## src/rtl/idma_pkg.sv

```systemverilog
// Shared constants and types for the iDMA burst generator.
// Beat geometry, page size and FSM state encoding.
package idma_pkg;

  localparam int BEAT_BYTES      = 32;
  localparam int BEAT_SHIFT      = 5;
  localparam int MAX_BURST_BEATS = 16;
  localparam int PAGE_BEATS      = 128;

  typedef enum logic [1:0] {
    IDLE,
    ISSUE,
    DRAIN
  } state_e;

endpackage

```

## src/rtl/idma_burst_size_calc.sv

```systemverilog
// Combinational burst sizing: beats in the next burst and its AXI len.
// Limited by remaining beats, the 16-beat cap and optionally the 4KB page.
module idma_burst_size_calc
  import idma_pkg::*;
#(
  parameter int LEN_W = 16
) (
  input  logic [6:0]       page_idx_i,
  input  logic [LEN_W-1:0] rem_beats_i,
  input  logic             split_i,
  output logic [4:0]       nb_o,
  output logic [3:0]       len_o
);

  logic [7:0] to4k;
  logic [4:0] cap;

  always_comb begin
    to4k = 8'(PAGE_BEATS) - {1'b0, page_idx_i};
    cap  = 5'(MAX_BURST_BEATS);
    if (split_i && (to4k < 8'(MAX_BURST_BEATS)))
      cap = to4k[4:0];
    nb_o = cap;
    if (rem_beats_i < LEN_W'(cap))
      nb_o = rem_beats_i[4:0];
    // an empty remainder reports len 0 rather than wrapping to 15
    len_o = (nb_o == 5'd0) ? 4'd0 : (nb_o[3:0] - 4'd1);
  end

endmodule

```

## src/rtl/idma_burst_gen.sv

```systemverilog
// Chops one transfer command into AXI INCR bursts of up to 16 beats
// and tracks outstanding bursts until their data phase completes.
module idma_burst_gen
  import idma_pkg::*;
#(
  parameter int LEN_W     = 16,
  parameter int MAX_OUTST = 4
) (
  input  logic             aclk,
  input  logic             areset,
  input  logic             cmd_valid,
  output logic             cmd_ready,
  input  logic [31:0]      cmd_addr,
  input  logic [LEN_W-1:0] cmd_beats,
  input  logic             cfg_split4k,
  output logic             dma_trans_burst_avalid,
  output logic [31:0]      dma_trans_burst_addr,
  output logic [3:0]       dma_trans_burst_len,
  input  logic             dma_xaddr_burst_ok,
  input  logic             axi_burst_xdata_ok,
  output logic             busy,
  output logic             done,
  output logic [3:0]       outst_cnt,
  output logic             err_underflow
);

  state_e           state_q, state_d;
  logic [26:0]      cur_addr_q, cur_addr_d;
  logic [LEN_W-1:0] rem_q, rem_d;
  logic             split_q, split_d;
  logic [3:0]       outst_q, outst_d;
  logic             err_q, err_d;
  logic             done_q, done_d;
  logic [4:0]       nb;
  logic             burst_acc;
  logic             unused_addr_lsb;

  assign unused_addr_lsb = ^cmd_addr[BEAT_SHIFT-1:0];

  idma_burst_size_calc #(
    .LEN_W(LEN_W)
  ) u_size (
    .page_idx_i  (cur_addr_q[6:0]),
    .rem_beats_i (rem_q),
    .split_i     (split_q),
    .nb_o        (nb),
    .len_o       (dma_trans_burst_len)
  );

  always_comb begin
    state_d    = state_q;
    cur_addr_d = cur_addr_q;
    rem_d      = rem_q;
    split_d    = split_q;
    outst_d    = outst_q;
    err_d      = err_q;
    done_d     = 1'b0;
    // hold off a new command during the done pulse
    cmd_ready  = (state_q == IDLE) && !done_q;
    dma_trans_burst_avalid =
      (state_q == ISSUE) && (outst_q < 4'(MAX_OUTST));
    burst_acc = dma_trans_burst_avalid && dma_xaddr_burst_ok;

    if (burst_acc && !axi_burst_xdata_ok)
      outst_d = outst_q + 4'd1;
    else if (!burst_acc && axi_burst_xdata_ok) begin
      if (outst_q == 4'd0) err_d = 1'b1;
      else outst_d = outst_q - 4'd1;
    end

    unique case (state_q)
      IDLE: begin
        if (cmd_valid && cmd_ready) begin
          cur_addr_d = cmd_addr[31:BEAT_SHIFT];
          rem_d      = cmd_beats;
          split_d    = cfg_split4k;
          state_d    = (cmd_beats == '0) ? DRAIN : ISSUE;
        end
      end
      ISSUE: begin
        if (burst_acc) begin
          cur_addr_d = cur_addr_q + 27'(nb);
          rem_d      = rem_q - LEN_W'(nb);
          if (rem_q == LEN_W'(nb)) state_d = DRAIN;
        end
      end
      DRAIN: begin
        if (outst_d == 4'd0) begin
          done_d  = 1'b1;
          state_d = IDLE;
        end
      end
      default: state_d = IDLE;
    endcase
  end

  always_ff @(posedge aclk) begin
    if (areset) begin
      state_q    <= IDLE;
      cur_addr_q <= '0;
      rem_q      <= '0;
      split_q    <= 1'b0;
      outst_q    <= '0;
      err_q      <= 1'b0;
      done_q     <= 1'b0;
    end else begin
      state_q    <= state_d;
      cur_addr_q <= cur_addr_d;
      rem_q      <= rem_d;
      split_q    <= split_d;
      outst_q    <= outst_d;
      err_q      <= err_d;
      done_q     <= done_d;
    end
  end

  assign dma_trans_burst_addr = {cur_addr_q, 5'b0};
  assign busy          = (state_q != IDLE);
  assign done          = done_q;
  assign outst_cnt     = outst_q;
  assign err_underflow = err_q;

endmodule

```

## config.mk

```make
export PLATFORM = sky130hd
export DESIGN_NAME = idma_burst_gen
export DESIGN_NICKNAME = d
export VERILOG_FILES = /design/src/rtl/idma_pkg.sv /design/src/rtl/idma_burst_size_calc.sv /design/src/rtl/idma_burst_gen.sv
export SDC_FILE = /design/constraint.sdc
export NUM_CORES = 1
export LEC_CHECK = 0
export ABC_AREA = 0
export BUFFER_PORTS_ARGS = -buffer_cell sky130_fd_sc_hd__buf_2
export CAP_MARGIN = 15
export CORE_MARGIN = 8
export CORE_UTILIZATION = 54
export DETAILED_ROUTE_END_ITERATION = 16
export PLACE_DENSITY = 0.93
export SKIP_LAST_GASP = 1
export SLEW_MARGIN = 20
export SYNTH_ARGS = -nofsm -noshare
export SYNTH_HDL_FRONTEND = slang
export SYNTH_SLANG_ARGS = --single-unit
```

## constraint.sdc

```tcl
create_clock -name aclk -period 5.9 [get_ports aclk]
set_input_delay 1.18 -clock aclk [delete_from_list [all_inputs] [get_ports aclk]]
set_output_delay 1.18 -clock aclk [all_outputs]
set_load 0.005 [all_outputs]
```

* Word-level counts from Yosys, hierarchy flattened *
Index checks and enable logic that the tools add are counted.

cells by class
  equality and inequality tests = 7
  $lt $le $gt $ge = 3
  bitwise logic cells = 2
  add/sub/neg operators = 6
  muxes and demuxes = 19
  reduce and logical (&&, ||, !) cells = 22

operators by type and width
  cell                                                         number
  two-way mux 27 bit                                           2
  one-hot mux 27 bit (2 select lines)                          1
  two-way mux 16 bit                                           2
  one-hot mux 16 bit (2 select lines)                          1
  adder 27 x 5 -> 27 bit                                       1
  == test 16 x 5 -> 1 bit                                      1
  logical NOT 16 bit                                           1
  less-than comparator 16 x 5 -> 1 bit                         1
  two-way mux 4 bit                                            4
  subtractor 16 x 5 -> 16 bit                                  1
  two-way mux 2 bit                                            5
  two-way mux 5 bit                                            2
  logical NOT 4 bit                                            2
  less-than comparator 8 x 5 -> 1 bit (second input constant)  1
  subtractor 4 x 1 -> 4 bit (second input constant)            2
  subtractor 8 x 7 -> 8 bit (first input constant)             1
  logical AND 1 bit                                            7
  one-hot mux 2 bit (3 select lines)                           1
  AND reduction 3 bit                                          2
  logical NOT 5 bit                                            1
  adder 4 x 1 -> 4 bit (second input constant)                 1
  less-than comparator 4 x 3 -> 1 bit (second input constant)  1
  inequality test 2 x 1 -> 1 bit (second input constant)       2
  inequality test 2 bit (second input constant)                2
  10 further kinds                                             14

word-level totals
  logic and storage cells = 66
  bits in registers = 52
  output and inout port bits = 45

* Depth between registers and ports, before layout *
  depth after elaboration = 10
  gate-level depth with buffers = 26

* Cells and area by module *
From an unflattened synthesis, not the netlist that was laid out.

second synthesis, totals
  cell total of the unflattened synthesis = 529
  area, all modules = 4,120.2 um^2

modules (own cells, without submodules)
  module                instances  area an instance (um^2)  cells an instance
  idma_burst_gen        1          3,489.6                  443
  idma_burst_size_calc  1          630.6                    86

* Worst setup path after synthesis *
No wires, ideal clock.

  path type = flip-flop to flip-flop
  from = register cur_addr_q[1]
  to = register cur_addr_q[21]
  path slack = 1,075 ps
  stages on the path, launching flop included = 27
  data arrival time = 4,739 ps
  period minus slack after synthesis = 4,825 ps
  buffers on the path = 3
  library setup time = 86 ps
  path through = dfxtp_1 > inv_1 > ha_1 > nor3b_2 > mux2i_1 > nand2_1 > inv_1 > ha_1 > or4_1 > nor4_2 > nand3_1 > o21ai_2 > buf_4 > buf_2 > nor2_1 > a21oi_1 > inv_1 > ha_1 > a21o_1 > a21oi_1 > o21ai_0 > and2_1 > clkbuf_1 > nand3_1 > o21ai_0 > a21oi_1 > a211oi_1

between the ends
  longest elaborated chain between the ends = 9

RTL lines
  item                                     line                        text
  start: declaration                       idma_burst_gen.sv:28        logic [26:0] cur_addr_q, cur_addr_d;
  start signal: assignment                 idma_burst_gen.sv:108       cur_addr_q <= cur_addr_d;
  subtractor 8 x 7 -> 8 bit                idma_burst_size_calc.sv:19  to4k = 8'(PAGE_BEATS) - {1'b0, page_idx_i};
  less-than comparator 8 x 5 -> 1 bit      idma_burst_size_calc.sv:21  if (split_i && (to4k < 8'(MAX_BURST_BEATS)))
  logical AND 1 bit                        idma_burst_size_calc.sv:21
  two-way mux 5 bit                        idma_burst_size_calc.sv:21
  less-than comparator 16 x 5 -> 1 bit     idma_burst_size_calc.sv:24  if (rem_beats_i < LEN_W'(cap))
  two-way mux 5 bit                        idma_burst_size_calc.sv:24
  adder 27 x 5 -> 27 bit (*)               idma_burst_gen.sv:82        cur_addr_d = cur_addr_q + 27'(nb);
  two-way mux 27 bit (*)                   idma_burst_gen.sv:81        if (burst_acc) begin
  one-hot mux 27 bit (2 select lines) (*)  idma_burst_gen.sv:71        unique case (state_q)

Every way passes the cells marked *; elsewhere a longest branch is shown, timed or not. The select of a mux whose other input is x is not followed.
A chain may end at the register's enable or synchronous reset.

* Worst setup path in the final report *
  from = register cur_addr_q[1]
  to = output port dma_trans_burst_len[1]

between the ends
  longest elaborated chain between the ends = 8
  elaborated cells between the ends (all ways) = 9
  those cells by class = 2 x add/sub; 2 x order compare; 3 x mux; 2 x reduce/logical

RTL lines
  item                                                                   line                        text
  subtractor 8 x 7 -> 8 bit (*)                                          idma_burst_size_calc.sv:19
  less-than comparator 8 x 5 -> 1 bit                                    idma_burst_size_calc.sv:21
  logical AND 1 bit                                                      idma_burst_size_calc.sv:21
  two-way mux 5 bit (*)                                                  idma_burst_size_calc.sv:21
  less-than comparator 16 x 5 -> 1 bit                                   idma_burst_size_calc.sv:24
  two-way mux 5 bit (*)                                                  idma_burst_size_calc.sv:24
  subtractor 4 x 1 -> 4 bit / logical NOT 5 bit (equally long branches)  idma_burst_size_calc.sv:27  len_o = (nb_o == 5'd0) ? 4'd0 : (nb_o[3:0] - 4'd1);
  two-way mux 4 bit (*)                                                  idma_burst_size_calc.sv:27
  end: declaration                                                       idma_burst_gen.sv:18        output logic [3:0] dma_trans_burst_len,

Every way passes the cells marked *; elsewhere a longest branch is shown, timed or not.

==> flow_summary.yaml <==
pwr:
  intPower_mw: 1.16
  swShare_pct: 48.3
  p_sw_mw: 1.09
  pwr-share-seq_pct: 29.9
  clock_power_share_pct: 11.2
  p_leak_nw: 1.86
  powerDensity_nw_per_um2: 499
  combPwrFrac_pct: 59.0
  peakVddDrop_v: 0.000281
synthesis:
  synthFlopType: "dfxtp_1"
  netlist.area_leader.share_pct: 26.5
  synth_edf_count: 0
  yosys_register_bits: 52
  synthTopCellsByArea: "dfxtp_1, a21oi_1, nand2_1, nor2_1, ha_1"
  synth_area_per_cell_um2: 7.32
  yosys.area.top_type: "dfxtp_1"
  synth_cell_types: 67
  yosysSeqAreaShare_pct: 26.5
  synthCells: 537
  yosys_warnings: 0
  synth_common_cells: "nand2_1, nor2_1, dfxtp_1"
  synthArstFlopShare_pct: 0
  syn_area_um2: 3930
routing:
  wl_um: 11700
  drtIter0Drc: 354
  wl_per_cell_um: 16.7
  antenna_left: 0
  vias: 4343
  drc: 0
  vias_per_cell: 6.20
  drt_first_pass_iters: 5
sta:
  relSlewSlack_pct: 26.8
  hold_viol_final: 0
  tightest_slew_ps: 1100
  finalClockSkew_ps: 7.83
  fin_crit_ps: 5420
  fmax_ghz: 0.184
  final.setup.tns_ps: 0
  min_period_over_period_pct: 91.9
  setup_viol: 0
  maxSlewViolCount: 0
floorplan:
  die_h_um: 101
  pin_count: 99
  core-area_um2: 7140
  fp-row-count: 31
  dieArea_um2: 10300
  initial_core_util_pct: 55.1
  die_w_um: 101
clock_network:
  ctsHoldBuffers: 0
  clkLatencyLatePin_ps: 310
  clkSlewWorstSetupHoldPaths_ps: 100
  cts_root_buf: "clkbuf_8"
  numClockSinks: 52
  numCtsBuffers: 5
  htree_levels: 2
  tritoncts: "done"
  cts_buffer_depth: 2
global_route:
  grt_antenna_before_repair: 0
  grt_pass1_wl_um: 19000
  grt_pass1_vias: 4112
  grt.total_usage_pct: 22.3
  grt_overflow: 0
  grt_max_degree: 59
cells_and_area:
  num_antenna_cells: 0
  regArea_um2: 1040
  nets: 672
  instances_no_fill: 701
  area_growth_pct: 14.5
  drive_gt1_share_pct: 20.1
  multi_input_comb_area_um2: 2640
  fill_cells: 655
status:
  status: "finished, final reports clean"
worst_setup_path:
  crit_required_ps: 4720
  cp.arrival_ps: 4240
  setup.worst_path.end_class: "output port"
  criticalPathCategory: "flop to output port"
  cp_max_fo: 10
  critPathLaunchType: "flop"
placed_design:
  dp.cells: 689
  port_buffers: 88
  gp_congestion: 0.918
  hpwl_um: 8350
job:
  cap_violations: 0
hold_path:
  holdCritPathClass: "flop to flop"
area by class of cell:
cell class | instances | share of cell area, %
inverters | 24 | 2.00
well taps | 99 | 2.75
repair buffers | 93 | 10.9
multi-input cells | 425 | 58.7
flip-flops and latches | 52 | 23.2
clock inverters | 2 | 0.779
clock buffers | 6 | 1.61
cells in the final DEF (no fill, tap or decap), drive strengths merged, types with 10 or more instances in the layout:
| master | count |
|---|---|
| buf | 93 |
| and3 | 10 |
| nor2 | 58 |
| o21ai | 33 |
| inv | 24 |
| a21oi | 45 |
| dfxtp | 52 |
| nor3 | 23 |
| nand3 | 17 |
| ha | 16 |
| nand2 | 57 |
| a211oi | 16 |
| xnor2 | 16 |
flip-flops by register name (all words and copies together) (netlist names):
signal,flops
cur_addr_q,27
split_q,1
done,1
rem_q,16
err_underflow,1
outst_cnt,4
state_q,2
final timing paths:
kind	startpoint	to	slack (ps)	depth (start not counted)
worst max-delay path	cur_addr_q[1]	dma_trans_burst_len[1]	480	18
worst min-delay path	rem_q[0]	rem_q[0]	480	2
worst max register to register	cur_addr_q[1]	cur_addr_q[8]	520	21
worst min register to register	rem_q[0]	rem_q[0]	480	2
cells by family after synthesis:
logic type,synth area share [%]
xor+xnor,3.79
fa+ha+maj,6.18
other cells,0.0954
flops,26.5
mux,1.27
buf+inv,7.26
compound gates,27.7
simple gates,27.2
power by group through the flow:
stage	Combinational [mW]	Clock [mW]	Sequential, mW
after floorplan	0.971	0	0.625
after global placement	1.22	0	0.657
after detailed placement	1.26	0	0.669
after CTS	1.27	0.254	0.662
after global routing	1.47	0.268	0.696
final	1.32	0.251	0.671
what timing repair did:
item | in CTS | in global routing
hold endpoints to repair | 0 | 0
gates resized for setup | 0 | 4
setup buffers | 0 | 2
setup endpoints to repair | 0 | 33
critical path: stages, from the launching register on:
cell and delay, ps:
dfxtp_2 390, inv_1 80, ha_1 220, nor3b_2 280, mux2i_1 170, nand2_1 170, inv_1 120, ha_1 210
or4_1 420, nor4_2 220, nand3_1 230, o21ai_4 330, o21ai_0 280, inv_1 140, ha_1 190, nand2_1 70
nor3_2 210, nor2_1 80, buf_2 130
metal layers:
| metal | share of wire, % | GRT usage (%) | vias to the layer above |
|---|---|---|---|
| li1 | - | - | 2079 |
| met1 | 42 | 27.3 | 2036 |
| met2 | 49 | 37.8 | 208 |
| met3 | 8.1 | 4.40 | 20 |
| met4 | 1.6 | 7.79 | 0 |
| met5 | 0 | 0 | - |
metrics by stage:
stage | power (mW) | hold slack [ps] | instance area, um^2 | setup slack (ps) | utilization (%)
finish | 2.25 | 479 | 4500 | 478 | 63.0
global route | 2.43 | 483 | 4500 | -35.1 | 63.0
CTS | 2.19 | 473 | 4440 | 14.5 | 62.3
detailed placement | 1.93 | 457 | 4340 | 70.8 | 60.8
global placement | 1.87 | 448 | 4340 | 270 | 60.8
floorplan | 1.60 | 432 | 3950 | 1080 | -
Power figures use the tool's default switching activity.
